[src/rtl/mips_pkg.sv]
// Shared constants for the MIPS front end: instruction width, NOP encoding
// and the default reset fetch address.
package mips_pkg;

  localparam int unsigned     INSTR_W          = 32;
  localparam logic [31:0]     NOP              = 32'h0000_0000;
  localparam logic [31:0]     DEFAULT_RESET_PC = 32'h0000_0000;

  // Clear the byte-offset bits so every fetch address is word aligned.
  function automatic logic [31:0] align_word(input logic [31:0] addr);
    return addr & ~32'd3;
  endfunction

endpackage

[src/rtl/if_id_reg.sv]
// IF/ID pipeline register: holds the fetched instruction, its PC and PC+4.
// Flush inserts a bubble (NOP, valid low) and takes priority over the enable.
module if_id_reg
  import mips_pkg::*;
(
  input  logic               clk,
  input  logic               rst,
  input  logic               en,
  input  logic               flush,
  input  logic [INSTR_W-1:0] load_instr,
  input  logic [31:0]        load_pc,
  input  logic               load_valid,
  output logic [INSTR_W-1:0] instr,
  output logic [31:0]        pc,
  output logic [31:0]        pc_plus4,
  output logic               valid
);

  always_ff @(posedge clk) begin
    if (rst) begin
      instr    <= NOP;
      pc       <= '0;
      pc_plus4 <= 32'd4;
      valid    <= 1'b0;
    end else if (flush) begin
      // A flushed slot keeps its PC fields; only the instruction is squashed.
      instr    <= NOP;
      valid    <= 1'b0;
    end else if (en) begin
      instr    <= load_instr;
      pc       <= load_pc;
      pc_plus4 <= load_pc + 32'd4;
      valid    <= load_valid;
    end
  end

endmodule

[src/rtl/instr_fetch.sv]
// Instruction fetch stage: PC sequencing, ROM address generation with
// stall/redirect handling, IF/ID register and delivered-instruction counter.
module instr_fetch
  import mips_pkg::*;
#(
  parameter logic [31:0] RESET_PC  = DEFAULT_RESET_PC,
  parameter bit          WORD_ADDR = 1'b1
) (
  input  logic               clk,
  input  logic               rst,
  input  logic               stall,
  input  logic               redirect_valid,
  input  logic [31:0]        redirect_target,
  output logic [31:0]        imem_addr,
  input  logic [INSTR_W-1:0] imem_rdata,
  output logic [INSTR_W-1:0] id_instr,
  output logic [31:0]        id_pc,
  output logic [31:0]        id_pc_plus4,
  output logic               id_valid,
  output logic [31:0]        fetch_cnt
);

  logic [31:0] pc_q;
  logic [31:0] req_pc;
  logic        req_valid;
  logic [31:0] target;
  logic [31:0] fetch_pc;
  logic        advance;

  assign target  = align_word(redirect_target);
  assign advance = !stall && !redirect_valid;

  // The address issued this cycle always becomes req_pc at the edge, so
  // imem_rdata in the next cycle always belongs to req_pc.
  always_comb begin
    fetch_pc = pc_q;
    if (rst)                 fetch_pc = RESET_PC;
    else if (redirect_valid) fetch_pc = target;
    else if (stall)          fetch_pc = req_pc;
    imem_addr = WORD_ADDR ? (fetch_pc >> 2) : fetch_pc;
  end

  always_ff @(posedge clk) begin
    if (rst) begin
      pc_q      <= RESET_PC;
      req_pc    <= RESET_PC;
      req_valid <= 1'b0;
      fetch_cnt <= '0;
    end else if (redirect_valid) begin
      pc_q      <= target + 32'd4;
      req_pc    <= target;
      req_valid <= 1'b1;
    end else if (!stall) begin
      pc_q      <= pc_q + 32'd4;
      req_pc    <= pc_q;
      req_valid <= 1'b1;
      if (req_valid) fetch_cnt <= fetch_cnt + 32'd1;
    end
  end

  if_id_reg u_if_id (
    .clk        (clk),
    .rst        (rst),
    .en         (advance),
    .flush      (redirect_valid),
    .load_instr (imem_rdata),
    .load_pc    (req_pc),
    .load_valid (req_valid),
    .instr      (id_instr),
    .pc         (id_pc),
    .pc_plus4   (id_pc_plus4),
    .valid      (id_valid)
  );

endmodule

[config.mk]
export PLATFORM = sky130hd
export DESIGN_NAME = instr_fetch
export DESIGN_NICKNAME = d
export VERILOG_FILES = /design/src/rtl/mips_pkg.sv /design/src/rtl/if_id_reg.sv /design/src/rtl/instr_fetch.sv
export SDC_FILE = /design/constraint.sdc
export NUM_CORES = 1
export LEC_CHECK = 0
export BUFFER_PORTS_ARGS = -buffer_cell sky130_fd_sc_hd__buf_2
export CAP_MARGIN = 40
export CORE_MARGIN = 3
export CORE_UTILIZATION = 30
export DETAILED_ROUTE_END_ITERATION = 8
export SLEW_MARGIN = 20
export SYNTH_ARGS = -nofsm -noshare
export SYNTH_HDL_FRONTEND = slang
export SYNTH_SLANG_ARGS = --single-unit
[constraint.sdc]
create_clock -name clk -period 3.86 [get_ports clk]
set_clock_uncertainty 0.15 [all_clocks]
set_input_delay 0 -clock clk [delete_from_list [all_inputs] [get_ports clk]]
set_output_delay 0 -clock clk [all_outputs]
set_load 0.02 [all_outputs]
==> results of run 1 <==
[layout by cell type, fill, tap and decap left out, drive strengths merged, types with 29 or more instances in the layout]
cell	Yosys	layout
dfxtp	186	186
xnor2	44	44
o21ai	57	57
nand2	130	130
a21oi	102	102
nand4	29	29
nor2	150	150
mux2i	69	69
xor2	37	37
buf	26	234
dlygate4sd3	0	73
nand3	48	48
[power by group through the flow]
stage | Clock, mW | Sequential (mW) | Combinational (mW)
floorplan | 0 | 2.15 | 0.314
global placement | 0 | 2.13 | 0.523
detailed placement | 0 | 2.13 | 0.529
CTS | 1.85 | 2.09 | 0.593
global route | 1.92 | 2.10 | 0.656
finish | 1.80 | 2.09 | 0.595
[kinds of logic after synthesis]
group	count (synthesis)	share of synthesized area (%)
adder cells (fa/ha/maj)	3	0.420
XOR/XNOR	81	7.95
AO/OA/AOI/OAI	219	14.2
buffers and inverters	86	4.13
other	1	0.0420
AND/OR/NAND/NOR	445	23.2
flip-flops	186	41.7
multiplexers	74	8.37
[routing by layer]
| layer | vias up | global-route usage [%] |
|---|---|---|
| met3 | 26 | 4.41 |
| met2 | 245 | 27.6 |
| li1 | 4348 | - |
| met5 | - | 0 |
| met1 | 4068 | 23.5 |
| met4 | 2 | 5.29 |
[cell type report]
type	instances	area, µm²	share of cell area [%]
diodes	4	10.0	0.0857
clock buffers	18	429	3.67
clock inverters	14	149	1.27
inverters	14	52.6	0.450
multi-input cells	828	4860	41.6
flip-flops and latches	186	3720	31.9
well taps	384	480	4.11
repair buffers	307	1980	16.9
[registers in the layout, indices dropped and copies added (netlist names)]
signal	count
u_if_id.instr	32
req_pc	30
u_if_id.pc_plus4	30
req_valid	1
u_if_id.valid	1
fetch_cnt	32
u_if_id.pc	30
pc_q	30
[path summary, 6_finish.rpt]
| check | endpoint | cells after the start |
|---|---|---|
| worst max-delay path | imem_addr[7] | 10 |
| worst max register to register | pc_q[25]$_SDFFE_PP0P_ | 8 |
| worst min-delay path | u_if_id.instr[7]$_SDFFE_PP0P_ | 4 |
| worst min register to register | u_if_id.pc[27]$_SDFFE_PP0P_ | 2 |
[critical path, stage by stage]
cell           delay [ns]
dlygate4sd3_1        0.55
buf_4                0.12
buf_4                0.52
buf_4                0.70
mux2i_1              0.26
nor2_1               0.05
a21oi_1              0.14
dlygate4sd3_1        0.57
nor2_1               0.05
buf_2                0.19
==> impl_metrics.env, run 1 <==
export IMPL_status="finished clean"
export IMPL_final_util_pct=40.3
export IMPL_post_cts_resized=0
export IMPL_worst_slew_pin_transition_ns=0.809
export IMPL_cts_max_path_buffers=2
export IMPL_ios=229
export IMPL_insertion_delay_ns=0.44
export IMPL_vias_per_cell=4.95
export IMPL_netSwitchingPower_mw=1.32
export IMPL_drc=0
export IMPL_cts_hold_buf=73
export IMPL_clock_fmax_mhz=297
export IMPL_yosysWarningCount=0
export IMPL_synth_ff_type="dfxtp_1"
export IMPL_drt_total_wl_mm=28.1
export IMPL_yosysSeqAreaShare_pct=41.7
export IMPL_crit_start="stall"
export IMPL_swShare_pct=29.4
export IMPL_synthTopCellsByCount="dfxtp_1 (186), nor2_1 (150), nand2_1 (130), a21oi_1 (102), mux2i_1 (69)"
export IMPL_r2r_setup_slack_ns=1.01
export IMPL_fp_dieH_um=179
export IMPL_stdcell_area_mm2=0.0117
export IMPL_antenna_found_initial=5
export IMPL_ant_nets=0
export IMPL_post_cts_buffers=0
export IMPL_synth_area_leader_cell="dfxtp_1"
export IMPL_hold_viol=0
export IMPL_finalSetupTns_ns=0
export IMPL_fin_ws_ns=0.499
export IMPL_grt_use_total_pct=17.5
export IMPL_nets=1425
export IMPL_syn2layout_area_growth_pct=30.9
export IMPL_leakage_nw=4.75
export IMPL_top_layer_used="met5"
export IMPL_initial_core_util_pct=30.8
export IMPL_ir_drop_mv=0.246
export IMPL_p_int_mw=3.16
export IMPL_port_buffers=220
export IMPL_grt_overflow_total=0
export IMPL_h_tree_depth=4
export IMPL_cellPowerDensity_mw_per_mm2=384
export IMPL_drt_iter0_markers=598
export IMPL_synth_top_area_share_pct=41.7
export IMPL_die_w_um=179
export IMPL_synth_seq_cells=186
export IMPL_wl_met2_mm=12.6
export IMPL_grt_max_degree=89
export IMPL_cts_tree="yes"
export IMPL_fin_crit_ns=3.36
export IMPL_maxSlewViolCount=0
export IMPL_synth_avg_cell_area_um2=8.15
export IMPL_drive_above_1_share_pct=20.6
export IMPL_dp_cells=1645
export IMPL_met1Wirelength_mm=13.2
export IMPL_timing_final_crit_share_pct=87.1
export IMPL_worst_setup_path_end_kind="primary output"
export IMPL_crit_arrival_ns=3.21
export IMPL_async_flop_share_pct=0
export IMPL_slew_headroom_pct=46.0
export IMPL_wl_per_cell_um=16.0
export IMPL_yosysMostFrequentCell="dfxtp_1"
export IMPL_yosysUniqueCellTypes=60
export IMPL_globalplace_congestion=0.844
export IMPL_clk_pin_slew_ns=0.08
export IMPL_yosys_top_cells_area="dfxtp_1 (42%), mux2i_1 (7.7%), nor2_1 (6.3%)"
export IMPL_setup_worst_path_class="primary input to primary output"
export IMPL_grt_pass1_wl_mm=44.5
export IMPL_hp_class="primary input to flip-flop"
export IMPL_cts_sinks=186
export IMPL_p_comb_share_pct=13.3
export IMPL_first_pass_iters=5
export IMPL_post_place_ws_ns=1.06
export IMPL_cts_root_buf="clkbuf_16"
export IMPL_crit_path_start_kind="primary input"
export IMPL_fill_cells=2932
export IMPL_r2r_start="pc_q[4]$_SDFFE_PP0P_"
export IMPL_core_mm2=0.0290
export IMPL_worst_path_max_fanout=44
export IMPL_hpwl_mm=19.3
export IMPL_numCtsBuffers=17
export IMPL_p_total_mw=4.48
export IMPL_wl_met3_mm=1.80
export IMPL_synth_edf_count=0
export IMPL_maxCapViolations=0
export IMPL_grt_pass1_vias=8327
export IMPL_crit_required_ns=3.71
export IMPL_dr_total_vias=8689
export IMPL_timing_hold_ws_ns=0.171
export IMPL_syn_area_mm2=0.00893
export IMPL_rsz0062_at_grt="false"
export IMPL_postPlaceCellArea_mm2=0.0103
export IMPL_min_delay_start="imem_rdata[7]"
export IMPL_rows=62
export IMPL_stdcell_count=1755
export IMPL_setup_viol=0
export IMPL_synthCells=1095
export IMPL_power_frac_seq_pct=46.7
export IMPL_die_area_mm2=0.0319
export IMPL_pwr_share_clk_pct=40.1
Note: power is estimated with default switching activity, not from simulation.
==> inputs of run 2 (changes only) <==
- HOLD_SLACK_MARGIN: not set -> 0.03
- REMOVE_ABC_BUFFERS: not set -> 1
==> run 2 against run 1 <==
Critical path depth is 1 higher. Sequential cell count is the same. Clock-buffer cell count is 1 higher. Sequential share of layout area rose by 0.058 points. Sequential power hardly changed. First-iteration DRC count down 21%. Critical path type is now primary input to flip-flop. Critical endpoint is now pc_q[31]$_SDFFE_PP0P_. Largest cell class unchanged. Highest routed layer is now met4.
==> impl_metrics.env, run 2 (same netlist as run 1, synthesis figures left out) <==
export IMPL_post_place_ws_ns=0.973
export IMPL_maxSlewViolCount=0
export IMPL_grt_pass1_vias=8086
export IMPL_power_frac_seq_pct=46.5
export IMPL_hold_viol=0
export IMPL_pwr_share_clk_pct=40.3
export IMPL_fill_cells=2939
export IMPL_grt_use_total_pct=16.9
export IMPL_r2r_start="pc_q[4]$_SDFFE_PP0P_"
export IMPL_die_w_um=179
export IMPL_syn2layout_area_growth_pct=30.6
export IMPL_first_pass_iters=5
export IMPL_cts_hold_buf=70
export IMPL_crit_path_start_kind="primary input"
export IMPL_maxCapViolations=0
export IMPL_cts_tree="yes"
export IMPL_crit_required_ns=4.03
export IMPL_leakage_nw=4.76
export IMPL_cts_sinks=186
export IMPL_drc=0
export IMPL_grt_overflow_total=0
export IMPL_grt_pass1_wl_mm=43.4
export IMPL_final_common_cell="buf_2"
export IMPL_setup_viol=0
export IMPL_worst_slew_pin_transition_ns=0.808
export IMPL_setup_worst_path_class="primary input to flip-flop"
export IMPL_numCtsBuffers=17
export IMPL_drive_above_1_share_pct=20.7
export IMPL_initial_core_util_pct=30.8
export IMPL_post_cts_resized=0
export IMPL_ir_drop_mv=0.249
export IMPL_busiest_layer="met2"
export IMPL_netSwitchingPower_mw=1.30
export IMPL_status="finished clean"
export IMPL_cts_root_buf="clkbuf_16"
export IMPL_post_cts_buffers=0
export IMPL_wl_per_cell_um=15.6
export IMPL_rsz0062_at_grt="false"
export IMPL_layout_common_cells="buf_2 (217), dfxtp_1 (186), nor2_1 (149)"
export IMPL_ant_nets=0
export IMPL_cts_max_path_buffers=2
export IMPL_grt_max_degree=113
export IMPL_p_int_mw=3.19
export IMPL_crit_arrival_ns=3.76
export IMPL_worst_setup_path_end_kind="flip-flop"
export IMPL_hpwl_mm=18.7
export IMPL_drt_iter0_markers=474
export IMPL_crit_end="pc_q[31]$_SDFFE_PP0P_"
export IMPL_clk_pin_slew_ns=0.07
export IMPL_port_buffers=220
export IMPL_worst_path_max_fanout=112
export IMPL_cellPowerDensity_mw_per_mm2=385
export IMPL_nets=1423
export IMPL_drt_total_wl_mm=27.3
export IMPL_insertion_delay_ns=0.43
export IMPL_swShare_pct=29.0
export IMPL_min_delay_start="imem_rdata[11]"
export IMPL_core_mm2=0.0290
export IMPL_die_area_mm2=0.0319
export IMPL_grt_use_met2_pct=27.7
export IMPL_ff2ff_path_depth=8
export IMPL_p_total_mw=4.49
export IMPL_grt_use_met3_pct=4.68
export IMPL_antenna_cells=0
export IMPL_rows=62
export IMPL_finalSetupTns_ns=0
export IMPL_timing_final_crit_share_pct=93.1
export IMPL_crit_start="redirect_valid"
export IMPL_fp_dieH_um=179
export IMPL_r2r_end="pc_q[31]$_SDFFE_PP0P_"
export IMPL_slew_headroom_pct=46.1
export IMPL_dr_total_vias=8587
export IMPL_h_tree_depth=4
export IMPL_globalplace_congestion=0.789
export IMPL_r2r_setup_slack_ns=0.66
export IMPL_hp_class="primary input to flip-flop"
export IMPL_vias_per_cell=4.91
export IMPL_fin_crit_ns=3.59
export IMPL_p_comb_share_pct=13.1
export IMPL_grt_met1_usage_pct=22.0
export IMPL_ios=229
export IMPL_clock_fmax_mhz=278
export IMPL_fin_ws_ns=0.266
export IMPL_antenna_found_initial=0
export IMPL_timing_hold_ws_ns=0.185
export IMPL_top_regs="fetch_cnt x32, u_if_id.instr x32"
run 2: cell types whose count changed in the layout (fill, tap and decap cells not counted), sizes merged:
cell	previous run	this run
diode	4	0
clkinvlp	2	0
clkinv	5	6
clkbuf	18	19
dlygate4sd3	73	71
run 2: power by group through the flow:
stage / sequential (mW) / clock, mW / combinational (mW)
2_1_floorplan: 2.15 / 0 / 0.251
3_3_place_gp: 2.13 / 0 / 0.525
3_5_place_dp: 2.13 / 0 / 0.531
4_1_cts: 2.09 / 1.86 / 0.589
5_1_grt: 2.10 / 1.94 / 0.652
6_report: 2.09 / 1.81 / 0.589
run 2: worst max-delay path: stages:
cell and delay [ns]:
dlygate4sd3_1 0.53, buf_4 0.29, buf_12 0.41, nand4_1 0.28, a222oi_1 0.38, buf_4 0.27
nand4_2 0.26, o41a_1 0.45, nor3_1 0.19, a211oi_1 0.07, dlygate4sd3_1 0.58
run 2: worst min-delay path by stage:
stage	slack [ns]	depth (start not counted)	end
after floorplan	-0.08	1	fetch_cnt[18]$_SDFFE_PP0P_
after global placement	0.08	3	u_if_id.instr[25]$_SDFFE_PP0P_
after detailed placement	0.09	3	u_if_id.instr[18]$_SDFFE_PP0P_
after CTS	0.16	4	u_if_id.instr[30]$_SDFFE_PP0P_
after global routing	0.19	4	u_if_id.instr[2]$_SDFFE_PP0P_
final	0.19	4	u_if_id.instr[11]$_SDFFE_PP0P_
run 2: metrics by stage:
stage	area, µm²	util [%]	std cells
final	11700	40.2	1749
after global routing	11700	40.2	1749
after CTS	11600	40.1	1747
after detailed placement	10300	35.6	1645
after global placement	10300	35.6	1645
after floorplan	8630	-	1028
run 2: routing by layer:
layer	vias to the layer above	routed length, µm
li1	4335	-
met1	3994	12300
met2	232	12800
met3	26	1790
met4	0	469
met5	-	0
run 2: layout make-up:
class | instances | area [µm²] | share of cell area (%)
Tap cell | 384 | 480 | 4.12
Clock inverter | 13 | 149 | 1.28
Inverter | 14 | 52.6 | 0.451
Multi-Input combinational cell | 828 | 4860 | 41.7
Timing Repair Buffer | 305 | 1950 | 16.7
Clock buffer | 19 | 443 | 3.80
Sequential cell | 186 | 3720 | 31.9
==> inputs of run 3 (changes only) <==
- RECOVER_POWER: not set -> 25
- SLEW_MARGIN: 20 -> not set
==> run 3 against run 2 <==
Worst setup slack improved by 0.58 ns. Global-route usage is 0.17 points lower. Via count increased by 0.64%. Die area stayed put. Cell count barely moved. Clock-buffer cell count unchanged. Largest power group unchanged. Maximum frequency increased by 19%. Critical path type unchanged. First-iteration DRC count up 4.6%. Register-to-register slack better by 0.51 ns. Sequential cell count unchanged. Non-clock buffer count up 1.
==> impl_metrics.env, run 3 (same netlist as run 1, synthesis figures left out) <==
export IMPL_port_buffers=220
export IMPL_hold_viol=0
export IMPL_drive_above_1_share_pct=14.3
export IMPL_worst_path_max_fanout=112
export IMPL_fp_dieH_um=179
export IMPL_seqCellArea_mm2=0.00372
export IMPL_cts_tree="yes"
export IMPL_syn2layout_area_growth_pct=29.6
export IMPL_maxCapViolations=0
export IMPL_rsz0062_at_grt="false"
export IMPL_cellPowerDensity_mw_per_mm2=388
export IMPL_cts_root_buf="clkbuf_16"
export IMPL_grt_max_degree=113
export IMPL_stdcell_area_mm2=0.0116
export IMPL_wl_per_cell_um=15.5
export IMPL_setup_worst_path_class="primary input to flip-flop"
export IMPL_cts_sinks=186
export IMPL_multi_input_area_mm2=0.00486
export IMPL_ios=229
export IMPL_drt_total_wl_mm=27.1
export IMPL_fin_crit_ns=3.01
export IMPL_crit_required_ns=4.00
export IMPL_fill_cells=2959
export IMPL_ant_nets=0
export IMPL_grt_pass1_vias=8045
export IMPL_core_mm2=0.0290
export IMPL_finalSetupTns_ns=0
export IMPL_stdcell_count=1750
export IMPL_leakage_nw=4.41
export IMPL_initial_core_util_pct=30.8
export IMPL_antenna_cells=0
export IMPL_clock_fmax_mhz=332
export IMPL_dr_total_vias=8642
export IMPL_max_stage_delay_ns=0.54
export IMPL_final_common_cell="dfxtp_1"
export IMPL_die_area_mm2=0.0319
export IMPL_numCtsBuffers=17
export IMPL_drc=0
export IMPL_worstPathCellList="dlygate4sd3_1 > buf_4 > buf_12 > nand4_1 > a222oi_1 > buf_4 > nand4_2 > o41a_1 > nor3_1 > a211oi_1"
export IMPL_maxSlewViolCount=0
export IMPL_drt_iter0_markers=496
export IMPL_crit_path_start_kind="primary input"
export IMPL_cp_top_family="buffers and inverters"
export IMPL_hpwl_mm=18.8
export IMPL_rows=62
export IMPL_cpMostUsedCell="buf_4"
export IMPL_globalplace_congestion=0.789
export IMPL_vias_per_cell=4.94
export IMPL_dp_cells=1646
export IMPL_worst_path_max_delay_cell="dlygate4sd3_1"
export IMPL_postPlaceCellArea_mm2=0.0104
export IMPL_setup_viol=0
export IMPL_slew_headroom_pct=44.5
export IMPL_worst_setup_path_end_kind="flip-flop"
export IMPL_top_regs="fetch_cnt x32, u_if_id.instr x32"
export IMPL_post_place_ws_ns=0.968
export IMPL_post_cts_resized=0
export IMPL_cts_max_path_buffers=2
export IMPL_grt_overflow_total=0
export IMPL_antenna_found_initial=0
export IMPL_crit_arrival_ns=3.15
export IMPL_nets=1424
export IMPL_hp_class="primary input to flip-flop"
export IMPL_status="finished clean"
export IMPL_worst_slew_pin_transition_ns=0.833
export IMPL_clk_pin_slew_ns=0.07
export IMPL_grt_pass1_wl_mm=43.1
export IMPL_grt_use_total_pct=16.8
export IMPL_ir_drop_mv=0.328
export IMPL_h_tree_depth=4
export IMPL_critPathBufInv=4
export IMPL_insertion_delay_ns=0.43
export IMPL_fin_ws_ns=0.851
export IMPL_first_pass_iters=5
export IMPL_timing_final_crit_share_pct=78.0
export IMPL_final_util_pct=39.9
export IMPL_die_w_um=179
export IMPL_layout_common_cells="dfxtp_1 (186), nor2_1 (149), buf_2 (132)"
==> run 3: tightest hold or removal path: cells and delay by family <==
family / cells / cell delay, ns
mux: 1 / 0.05
buf+inv: 2 / 0.60
simple gates: 1 / 0.07
==> run 3: per-layer routing <==
metal	GRT usage, %	share of wire [%]
met5	0	0
met3	4.11	7.1
met2	27.5	47
met4	4.97	2.0
met1	21.8	44
==> run 3: layout make-up <==
class | instances | share of cell area, %
tap | 384 | 4.15
inverter | 14 | 0.454
timing repair buffer | 306 | 16.1
sequential | 186 | 32.2
multi-input combinational | 828 | 42.0
clock inverter | 13 | 1.36
clock buffer | 19 | 3.74
==> run 3: final timing paths <==
path                                    start                            end  slack (ns)  cells after the start
setup / recovery               redirect_valid          pc_q[31]$_SDFFE_PP0P_        0.85                     10
hold / removal                  imem_rdata[7]  u_if_id.instr[7]$_SDFFE_PP0P_        0.19                      4
setup reg to reg         pc_q[2]$_SDFFE_PP0P_          pc_q[28]$_SDFFE_PP0P_        1.17                      9
hold reg to reg   u_if_id.pc[31]$_SDFFE_PP0P_    u_if_id.pc[31]$_SDFFE_PP0P_        0.30                      2
==> run 3: through the flow <==
stage               hold WS, ns  power, mW
finish                    0.188       4.49
CTS                       0.164       4.55
floorplan               -0.0809       2.40
global route              0.192       4.70
global placement         0.0787       2.65
detailed placement       0.0857       2.66
==> run 3: report_power, final <==
| group | switching, mW | leakage, nW | internal, mW | total, mW |
|---|---|---|---|---|
| Clock | 0.843 | 0.285 | 0.979 | 1.82 |
| Combinational | 0.345 | 2.61 | 0.236 | 0.580 |
| Sequential | 0.0894 | 1.52 | 2.00 | 2.09 |
| Total | 1.28 | 4.41 | 3.21 | 4.49 |
==> run 3: what timing repair did <==
item                                   CTS  global route
endpoints found under the hold margin   99             0
hold buffers                            72             0
setup buffers                            0             0
